## src/rtl/div.sv

```systemverilog
// Iterative unsigned restoring divider.
// One quotient bit per clock; level-held ctrl_enable / ctrl_done handshake.
// Divide-by-zero skips the iteration and reports all-ones quotient with the
// dividend as remainder.
module div #(
    parameter int in_width = 8
) (
    input  logic                clk,
    input  logic                rst,
    input  logic [in_width-1:0] data_dividend,
    input  logic [in_width-1:0] data_divisor,
    input  logic                ctrl_enable,
    output logic [in_width-1:0] data_quotient,
    output logic [in_width-1:0] data_remainder,
    output logic                ctrl_div_zero,
    output logic                ctrl_done
);

    localparam int CW = (in_width > 1) ? $clog2(in_width) : 1;

    typedef enum logic [1:0] {
        S_IDLE = 2'd0,
        S_LOAD = 2'd1,
        S_RUN  = 2'd2,
        S_DONE = 2'd3
    } state_t;

    state_t r_state;
    state_t w_state_next;

    logic [in_width-1:0] r_q;          // dividend shifting out, quotient shifting in
    logic [in_width-1:0] r_d;          // latched divisor
    logic [in_width:0]   r_rem;        // partial remainder, one guard bit
    logic [CW-1:0]       r_count;
    logic [in_width-1:0] r_quotient;
    logic [in_width-1:0] r_remainder;
    logic                r_div_zero;
    logic                r_done;

    logic [in_width:0]   w_shift;
    logic [in_width:0]   w_trial;
    logic                w_qbit;
    logic [in_width:0]   w_rem_next;
    logic [in_width-1:0] w_q_next;
    logic                w_last;
    logic                w_divisor_zero;

    // One restoring step: bring down the next dividend bit and try to subtract.
    always_comb begin
        w_shift    = {r_rem[in_width-1:0], r_q[in_width-1]};
        w_trial    = w_shift - {1'b0, r_d};
        w_qbit     = ~w_trial[in_width];
        w_rem_next = w_qbit ? w_trial : w_shift;
        w_q_next   = {r_q[in_width-2:0], w_qbit};
    end

    assign w_last         = (r_count == CW'(in_width - 1));
    assign w_divisor_zero = (data_divisor == '0);

    // Next-state logic for the handshake/iteration sequencer.
    always_comb begin
        w_state_next = r_state;
        case (r_state)
            S_IDLE: if (ctrl_enable) w_state_next = S_LOAD;
            S_LOAD: w_state_next = w_divisor_zero ? S_DONE : S_RUN;
            S_RUN:  if (w_last) w_state_next = S_DONE;
            S_DONE: if (!ctrl_enable) w_state_next = S_IDLE;
            default: w_state_next = S_IDLE;
        endcase
    end

    // State register; reset aborts any operation in flight.
    always_ff @(posedge clk) begin
        if (rst) r_state <= S_IDLE;
        else     r_state <= w_state_next;
    end

    // Datapath and registered results; results hold outside LOAD/RUN completion.
    always_ff @(posedge clk) begin
        if (rst) begin
            r_q         <= '0;
            r_d         <= '0;
            r_rem       <= '0;
            r_count     <= '0;
            r_quotient  <= '0;
            r_remainder <= '0;
            r_div_zero  <= 1'b0;
            r_done      <= 1'b0;
        end else begin
            case (r_state)
                S_LOAD: begin
                    r_q     <= data_dividend;
                    r_d     <= data_divisor;
                    r_rem   <= '0;
                    r_count <= '0;
                    if (w_divisor_zero) begin
                        r_quotient  <= '1;
                        r_remainder <= data_dividend;
                        r_div_zero  <= 1'b1;
                        r_done      <= 1'b1;
                    end else begin
                        r_div_zero  <= 1'b0;
                        r_done      <= 1'b0;
                    end
                end
                S_RUN: begin
                    r_rem   <= w_rem_next;
                    r_q     <= w_q_next;
                    r_count <= r_count + 1'b1;
                    if (w_last) begin
                        r_quotient  <= w_q_next;
                        r_remainder <= w_rem_next[in_width-1:0];
                        r_done      <= 1'b1;
                    end
                end
                S_DONE: begin
                    if (!ctrl_enable) r_done <= 1'b0;
                end
                default: ;
            endcase
        end
    end

    assign data_quotient  = r_quotient;
    assign data_remainder = r_remainder;
    assign ctrl_div_zero  = r_div_zero;
    assign ctrl_done      = r_done;

endmodule

```

## config.mk

```make
export PLATFORM = sky130hd
export DESIGN_NAME = div
export DESIGN_NICKNAME = d
export VERILOG_FILES = /design/src/rtl/div.sv
export SDC_FILE = /design/constraint.sdc
export NUM_CORES = 1
export LEC_CHECK = 0
export ABC_AREA = 1
export CELL_PAD_IN_SITES_DETAIL_PLACEMENT = 0
export CELL_PAD_IN_SITES_GLOBAL_PLACEMENT = 2
export CORE_ASPECT_RATIO = 1.1
export CORE_MARGIN = 2
export CORE_UTILIZATION = 32
export DETAILED_ROUTE_END_ITERATION = 7
export PLACE_DENSITY = 0.87
export SYNTH_ARGS = -nofsm -noshare
export SYNTH_HDL_FRONTEND = slang
export SYNTH_SLANG_ARGS = --single-unit
```

## constraint.sdc

```tcl
create_clock -name clk -period 4.3 [get_ports clk]
set_input_delay 0.645 -clock clk [delete_from_list [all_inputs] [get_ports clk]]
set_output_delay 0.645 -clock clk [all_outputs]
set_load 0.02 [all_outputs]
```

==> flow_summary.ini, run 1 <==
[route]
final_antenna_net_count = 0
vias = 2452
dr.pass1.iters = 4
drtIter0Drc = 92
viasPerCell = 4.57
routedWlPerCell_um = 12.4
drc = 0
wl_um = 6670

[job]
cap_violations = 0

[grt]
grt_overflow = 0
grtUsageTotal_pct = 15.7
antenna_found_initial = 0
grt_pass1_vias = 2433
grt_max_degree = 33
grt_pass1_wl_um = 11500

[worst_setup_path]
slowest_stage = a21boi_4
cp_num_buf_inv = 4
critPathTopFamily = buffers and inverters
r2r_slack_ns = 2.02
worstPathArrival_ns = 2.53
slowest_delay_ns = 0.47
r2r_end = data_remainder[0]
crit_top_cell = inv_1
reg2reg_from = r_state[0]
path_max_fanout = 29
worst-path-stages = 10
cp_cell_sequence = inv_1 -> ha_1 -> buf_4 -> inv_1 -> or2_2 -> a21boi_4 -> nor2_1 -> nor2_1 -> nand2_1 -> inv_1
crit_path_start = r_state[0]
setup.worst_path.end = data_remainder[0]
critPathLaunchType = register
critPathKind = register to register
reg2reg_depth = 10
crit_path_end_kind = register
cp.required_ns = 4.55

[synthesis]
synth_area_per_cell_um2 = 6.67
synth-seq-cells = 47
syn_area_um2 = 2660
ys.flop_type = dfxtp_1
ys_seq_area_share_pct = 35.4
netlist-cell-type-count = 29
synth_fp_nets = 432
synth_edf_count = 0
synth_area_leaders = dfxtp_1 35%, nand2_1 10%, inv_1 9.0%
synthTopCellsByCount = 71 x nand2_1, 64 x inv_1, 64 x nor2_1, 47 x dfxtp_1, 46 x nand3_1
yosysWarningCount = 0
syn_inst = 398
yosysTopAreaCellShare_pct = 35.4
synth_largest_area_cell = dfxtp_1
post-synth-top-count-cell = nand2_1
async_flop_share_pct = 0

[floorplan]
die_area_um2 = 9050
die_w_um = 90.9
coreArea_um2 = 8000
io_pins = 37
start_util_pct = 33.2
die_h_um = 99.6
row_count = 34

[sta]
tns_ns = 0
slew_headroom_pct = 57.6
fmax_mhz = 439
fin_hold_ws_ns = 0.476
tightest_slew_ns = 0.636
rsz0062_at_grt = no
hold_viol_final = 0
min_period_over_period_pct = 53.0
finalCriticalPeriod_ns = 2.28
fin_skew_ns = 0.00962
setup_viol = 0
maxSlewViolCount = 0

[power_and_ir_drop]
p_per_area_nw_per_um2 = 839
worst_ir_drop_vdd_v = 0.000419
power.leakage_nw = 1.54

[clock_network]
cts-root-buf = clkbuf_8
clk_path_buf_depth = 2
cts_max_level = 2
cts_tree = built
clk-insertion-delay-late_ns = 0.31
cts_resized = 0
cts_buffers = 5
cts_setup_buffers = 0
clk_pin_slew_ns = 0.09
postCtsHoldBufs = 0
cts.sinks = 47

[finish]
fillers = 913
antenna_cells = 0
fin_nets = 463
final_cells = 537
finish.instance_area_um2 = 3210
seq_area_um2 = 941
area_growth_pct = 20.8
fin_util_pct = 40.1
layout-drive-gt1-share_pct = 6.53
multi_input_area_um2 = 1400

[placed_design]
placedCellCount = 530
io_buffers = 36
gp_congestion = 0.787
place_hpwl_um = 4950
dpl_cell_area_um2 = 3100

[min_path]
hold_path.class = register to register

[status]
status = finished, final reports clean
-- tightest hold or removal path, delay by kind of cell (launching register included) --
kind	cells	cell delay, ns
flops	1	0.32
simple gates	1	0.06
compound gates	1	0.06
-- sequential cells by signal, summed over array words and instances (netlist names) --
register / cells
r_count: 3
r_q: 8
ctrl_done: 1
data_quotient: 8
data_remainder: 8
ctrl_div_zero: 1
r_d: 8
r_state: 2
r_rem: 8
-- stage by stage --
stage	worst slack [ns]	power [W]
finish	2.02	0.00269
global placement	1.93	0.00238
global route	1.75	0.00301
detailed placement	1.93	0.00239
floorplan	2.51	0.00194
CTS	1.96	0.00273
-- cell type report --
type / instances / share of cell area [%]
well taps: 108 / 4.21
inverters: 65 / 7.61
flip-flops and latches: 47 / 29.3
clock inverters: 2 / 1.17
repair buffers: 39 / 11.9
multi-input cells: 271 / 43.6
clock buffers: 5 / 2.15
-- report_power, final --
| group | internal [W] | switching [W] | leakage, nW |
|---|---|---|---|
| logic | 0.000602 | 0.00106 | 1.10 |
| clock network | 0.000170 | 0.000156 | 0.0502 |
| registers | 0.000601 | 0.000107 | 0.386 |
-- logic make-up (layout without fill, tap and decap cells) --
| family | Yosys count | count (layout) | synth area share (%) |
|---|---|---|---|
| adders and majority gates | 15 | 15 | 7.35 |
| AOI/OAI and AO/OA | 54 | 54 | 11.3 |
| DFF | 47 | 47 | 35.4 |
| and+or+nand+nor | 199 | 199 | 33.1 |
| xor gates and xnor gates | 3 | 3 | 0.989 |
| buffers and inverters | 80 | 111 | 11.9 |
-- worst min path at each step --
stage	slack (ns)	to	cells after the start	startpoint
6_report	0.48	r_count[1]	2	r_count[1]
4_1_cts	0.48	r_count[1]	2	r_count[1]
5_1_grt	0.50	r_count[1]	2	r_count[1]
2_1_floorplan	0.43	r_d[7]	2	r_d[7]
3_3_place_gp	0.46	r_count[1]	2	r_count[1]
3_5_place_dp	0.47	r_count[1]	2	r_count[1]
-- cells in the final DEF (no fill, tap or decap), types with 2 or more instances in the layout --
cell,instances
a211oi_1,2
a21oi_1,24
a31oi_1,2
buf_4,3
clkbuf_8,5
clkdlybuf4s50_1,36
dfxtp_1,47
ha_1,14
inv_1,64
nand2_1,71
nand2_2,3
nand3_1,46
nor2_1,64
o211ai_1,3
o21ai_0,21
or2_2,9
xor2_1,2
-- layer usage --
metal  part of all wire [%]  up-vias  track usage [%]
li1                       -     1307                -
met2                     48       36             26.9
met5                      0        -                0
met3                    3.0       10             2.58
met4                    2.2        0             5.48
met1                     47     1099             20.1
No activity file was read; power rests on OpenSTA's default activity.
==> run 2: changes to the inputs <==
--- a/config.mk
+++ b/config.mk
@@ -10,9 +10,9 @@
 export CELL_PAD_IN_SITES_GLOBAL_PLACEMENT = 2
 export CORE_ASPECT_RATIO = 1.1
 export CORE_MARGIN = 2
-export CORE_UTILIZATION = 32
+export CORE_UTILIZATION = 27
 export DETAILED_ROUTE_END_ITERATION = 7
-export PLACE_DENSITY = 0.87
+export PLACE_DENSITY = 0.79
 export SYNTH_ARGS = -nofsm -noshare
 export SYNTH_HDL_FRONTEND = slang
 export SYNTH_SLANG_ARGS = --single-unit
==> constraint.sdc (replaced) <==
create_clock -name clk -period 2 [get_ports clk]
set_input_delay 0.3 -clock clk [delete_from_list [all_inputs] [get_ports clk]]
set_output_delay 0.3 -clock clk [all_outputs]
set_load 0.02 [all_outputs]
==> run 2 against run 1 <==
  * Via count increased by 2.6%
  * Clock power increased by 120%
  * Fmax increased by 22%
  * Clock skew hardly changed
  * Sequential power up 120%
  * Clock-buffer cell count unchanged
  * Register-to-register slack got worse by 1.9 ns
  * Final cell count rose by 5.2%
  * Worst hold slack gained 0.0011 ns
  * Core utilization decreased by 3.4 points
  * Non-clock buffer count grew 18
  * Largest cell class unchanged
==> flow_summary.ini, run 2 (same netlist as run 1, synthesis figures left out) <==
[status]
status = finished, final reports clean

[worst_setup_path]
path_max_fanout = 5
cp_num_buf_inv = 3
cp_cell_sequence = inv_1 -> ha_1 -> inv_2 -> fa_2 -> nand2_1 -> nand2_2 -> nand3_2 -> nand2_2 -> nand2_2 -> nand2_4 -> nand3_1 -> nand3_1 -> nand2_1 -> inv_1
cp.required_ns = 2.22
critPathLaunchType = register
critPathKind = register to register
crit_path_start = r_q[7]
slowest_delay_ns = 0.34
worstPathArrival_ns = 2.09
critPathTopFamily = simple AND/OR/NAND/NOR gates
crit_path_end_kind = register
reg2reg_from = r_q[7]
slowest_stage = fa_2
crit_top_cell = nand2_2

[clock_network]
cts_max_level = 2
cts_tree = built
clk_path_buf_depth = 2
cts_buffers = 5
clk_pin_slew_ns = 0.10
postCtsHoldBufs = 0
cts.sinks = 47
cts-root-buf = clkbuf_8
clk-insertion-delay-late_ns = 0.31

[sta]
tightest_slew_ns = 0.363
fmax_mhz = 534
hold_viol_final = 0
slew_headroom_pct = 75.8
min_period_over_period_pct = 93.6
setup_ws_ns = 0.128
finalCriticalPeriod_ns = 1.87
maxSlewViolCount = 0
setup_viol = 0
fin_skew_ns = 0.00982

[finish]
multi_input_area_um2 = 1500
fin_nets = 482
fillers = 1069
layout-drive-gt1-share_pct = 14.7
layout_common_cells = 67 x nand2_1, 64 x nor2_1, 63 x inv_1, 46 x dfxtp_1, 36 x clkdlybuf4s50_1
seq_area_um2 = 942
antenna_cells = 0
final_common_cell = nand2_1
area_growth_pct = 30.6

[route]
vias = 2515
wl_um = 7170
final_antenna_net_count = 0
dr.pass1.iters = 4
drc = 0
routedWlPerCell_um = 12.7
drtIter0Drc = 110
viasPerCell = 4.45

[floorplan]
row_count = 37
die_w_um = 98.6
die_area_um2 = 10600
io_pins = 37
die_h_um = 108
coreArea_um2 = 9440
start_util_pct = 28.1

[power_and_ir_drop]
combPwrFrac_pct = 65.8
swShare_pct = 49.0
switchingPower_w = 0.00320
worst_ir_drop_vdd_v = 0.00106
p_per_area_nw_per_um2 = 1890
seqPwrFrac_pct = 23.4
power.leakage_nw = 1.64
power_w = 0.00654
p_clk_share_pct = 10.8
power.internal_w = 0.00334

[placed_design]
io_buffers = 36
place_hpwl_um = 5300
pre_cts_slack_ns = -0.0571
gp_congestion = 0.751

[grt]
grtUsageTotal_pct = 14.0
grt_pass1_wl_um = 12100
grt_overflow = 0
grt_max_degree = 31
grt_pass1_vias = 2495
antenna_found_initial = 0

[min_path]
min_from = ctrl_div_zero
hold_path.class = register to register

[job]
cap_violations = 0
run 2: changes by cell type in the layout (fill, tap and decap cells not counted), moves of 2 or more:
cell	delta
buf_4	+17
nand2_1	-4
nand3_2	+10
nand3_1	-11
nand2_2	+2
nand2_4	+3
run 2: layer usage:
| layer | up-vias | track usage [%] | wire, um |
|---|---|---|---|
| met2 | 27 | 24.3 | 3470 |
| met4 | 0 | 4.60 | 127 |
| met3 | 7 | 1.94 | 159 |
| met1 | 1134 | 17.9 | 3410 |
| met5 | - | 0 | 0 |
| li1 | 1347 | - | - |
run 2: layout make-up:
type	instances	area share, %
clock inverters	2	1.08
inverters	65	7.03
flip-flops and latches	47	27.2
well taps	117	4.22
clock buffers	5	1.98
repair buffers	57	15.3
multi-input cells	272	43.2
run 2: timing repair:
action                     4_1_cts  5_1_grt
gates cloned                     0        1
gates resized for setup          4       19
hold endpoints to repair         0        0
setup endpoints to repair       12       18
buffers inserted                 0        1
pin swaps                        1        4
run 2: tightest hold or removal path, delay by kind of cell (launching register included):
kind / cells / cell delay (ns)
flip-flops: 1 / 0.32
AND/OR/NAND/NOR: 1 / 0.06
AO/OA/AOI/OAI: 1 / 0.05
run 2: power by group through the flow:
stage | combinational (W) | sequential [W] | clock [W]
finish | 0.00431 | 0.00153 | 0.000709
global placement | 0.00386 | 0.00155 | 0
floorplan | 0.00254 | 0.00163 | 0
CTS | 0.00398 | 0.00153 | 0.000734
detailed placement | 0.00386 | 0.00155 | 0
global route | 0.00487 | 0.00157 | 0.000777
run 2: per-stage QoR:
stage	utilization (%)	instances	TNS [ns]	hold WS [ns]	area (um2)
after floorplan	-	398	0	0.435	2660
after global placement	34.4	556	-0.0206	0.456	3250
after detailed placement	34.4	556	-0.112	0.466	3250
after CTS	35.8	563	0	0.480	3380
after global routing	36.7	565	-0.00523	0.499	3470
final	36.7	565	0	0.477	3470
run 2: final timing paths:
path / cells after the start / slack (ns) / to
hold / removal: 2 / 0.48 / ctrl_div_zero
hold reg to reg: 2 / 0.48 / ctrl_div_zero
setup / recovery: 14 / 0.13 / data_remainder[7]
setup reg to reg: 14 / 0.13 / data_remainder[7]
==> run 3: changes to the inputs <==
--- a/config.mk
+++ b/config.mk
@@ -13,6 +13,7 @@
 export CORE_UTILIZATION = 27
 export DETAILED_ROUTE_END_ITERATION = 7
 export PLACE_DENSITY = 0.79
+export SKIP_CTS_REPAIR_TIMING = 1
 export SYNTH_ARGS = -nofsm -noshare
 export SYNTH_HDL_FRONTEND = slang
 export SYNTH_SLANG_ARGS = --single-unit
==> run 3 against run 2 <==
  * Clock-buffer cell count stayed put
  * Total power rose by 2.1%
  * Routed wire length rose by 0.61%
  * Global-route usage is essentially flat
  * Critical path type unchanged
==> flow_summary.ini, run 3 (same netlist as run 1, synthesis figures left out) <==
[status]
status = finished, final reports clean

[clock_network]
cts_max_level = 2
clk_pin_slew_ns = 0.10
clk-insertion-delay-late_ns = 0.31
cts_buffers = 5
cts_tree = built
clk_path_buf_depth = 2
cts-root-buf = clkbuf_8
cts.sinks = 47

[sta]
tns_ns = 0
min_period_over_period_pct = 95.7
setup_viol = 0
maxSlewViolCount = 0
hold_viol_final = 0
tightest_slew_ns = 0.363
fin_skew_ns = 0.0110
finalCriticalPeriod_ns = 1.91
slew_headroom_pct = 75.7
fmax_mhz = 523

[finish]
area_growth_pct = 32.4
layout_common_cells = 67 x nand2_1, 63 x nor2_1, 62 x inv_1, 45 x dfxtp_1, 38 x nand3_1
antenna_cells = 0
layout-drive-gt1-share_pct = 15.8
fin_nets = 483
final_common_cell = nand2_1
final_cells = 566
fin_util_pct = 37.2

[worst_setup_path]
cp.required_ns = 2.22
critPathKind = register to register
reg2reg_from = r_q[7]
r2r_end = data_remainder[7]
worstPathArrival_ns = 2.13
crit_path_end_kind = register
reg2reg_depth = 15
path_max_fanout = 6
critPathLaunchType = register
r2r_slack_ns = 0.09

[floorplan]
start_util_pct = 28.1
io_pins = 37
coreArea_um2 = 9440
row_count = 37
die_h_um = 108
die_area_um2 = 10600
die_w_um = 98.6

[grt]
grt_pass1_vias = 2485
grt_overflow = 0
grtUsageTotal_pct = 14.0
antenna_found_initial = 0
grt_max_degree = 31
grt_pass1_wl_um = 12100

[placed_design]
placedCellCount = 556
place_hpwl_um = 5300
io_buffers = 36
gp_congestion = 0.751

[job]
cap_violations = 0

[route]
routedWlPerCell_um = 12.7
drc = 0
vias = 2520
wl_um = 7210
drtIter0Drc = 136
final_antenna_net_count = 0
dr.pass1.iters = 4
viasPerCell = 4.45

[power_and_ir_drop]
power.leakage_nw = 1.65
p_per_area_nw_per_um2 = 1900
swShare_pct = 48.0
power_w = 0.00668
p_clk_share_pct = 10.6
seqPwrFrac_pct = 23.1
combPwrFrac_pct = 66.3
switchingPower_w = 0.00320
worst_ir_drop_vdd_v = 0.00111
power.internal_w = 0.00347

[min_path]
hold_path_depth = 2
hold_path.class = register to register
min_from = ctrl_div_zero
hold_end = ctrl_div_zero
[run 3: layout make-up]
type / instances / area (um2)
fillers: 1064 / 5930
multi-input cells: 271 / 1520
flip-flops and latches: 47 / 943
repair buffers: 59 / 553
inverters: 65 / 244
well taps: 117 / 146
clock buffers: 5 / 68.8
clock inverters: 2 / 37.5
[run 3: power by group through the flow]
stage | sequential, W | combinational [W] | clock [W]
2_1_floorplan | 0.00163 | 0.00254 | 0
4_1_cts | 0.00153 | 0.00388 | 0.000734
6_report | 0.00154 | 0.00443 | 0.000710
3_3_place_gp | 0.00155 | 0.00386 | 0
5_1_grt | 0.00158 | 0.00501 | 0.000777
3_5_place_dp | 0.00155 | 0.00386 | 0
[run 3: through the flow]
step                      setup WS (ns)  cell area [um2]  hold slack (ns)
final                            0.0868             3520            0.477
after global routing            -0.0176             3520            0.499
after CTS                       -0.0669             3360            0.480
after detailed placement        -0.0571             3250            0.466
after global placement          -0.0185             3250            0.456
after floorplan                   0.215             2660            0.435
[run 3: worst max-delay path by stage]
stage	start	end	slack, ns	depth (start not counted)
floorplan	r_q[7]	r_rem[7]	0.21	14
global placement	r_q[7]	data_remainder[1]	-0.02	14
detailed placement	r_q[7]	data_remainder[1]	-0.06	14
CTS	r_q[7]	data_remainder[1]	-0.07	14
global route	r_q[7]	data_remainder[7]	-0.02	15
finish	r_q[7]	data_remainder[7]	0.09	15
[run 3: worst max-delay path, stage by stage (launching register included)]
cell and delay, ns:
dfxtp_2 0.34, inv_2 0.06, ha_4 0.11, inv_2 0.04
fa_2 0.39, nand2_2 0.09, nand2_4 0.06, nand3_4 0.09
nand2_2 0.07, nand2_2 0.09, nand2_4 0.08, buf_6 0.15
nand3_2 0.07, nand3_1 0.09, nand2_1 0.07, inv_1 0.03
[run 3: metal layers]
metal	GRT usage (%)	wire length (um)	vias up
met1	17.9	3480	1141
met4	4.60	87	0
met3	1.94	137	6
met5	0	0	-
met2	24.2	3510	26
li1	-	-	1347
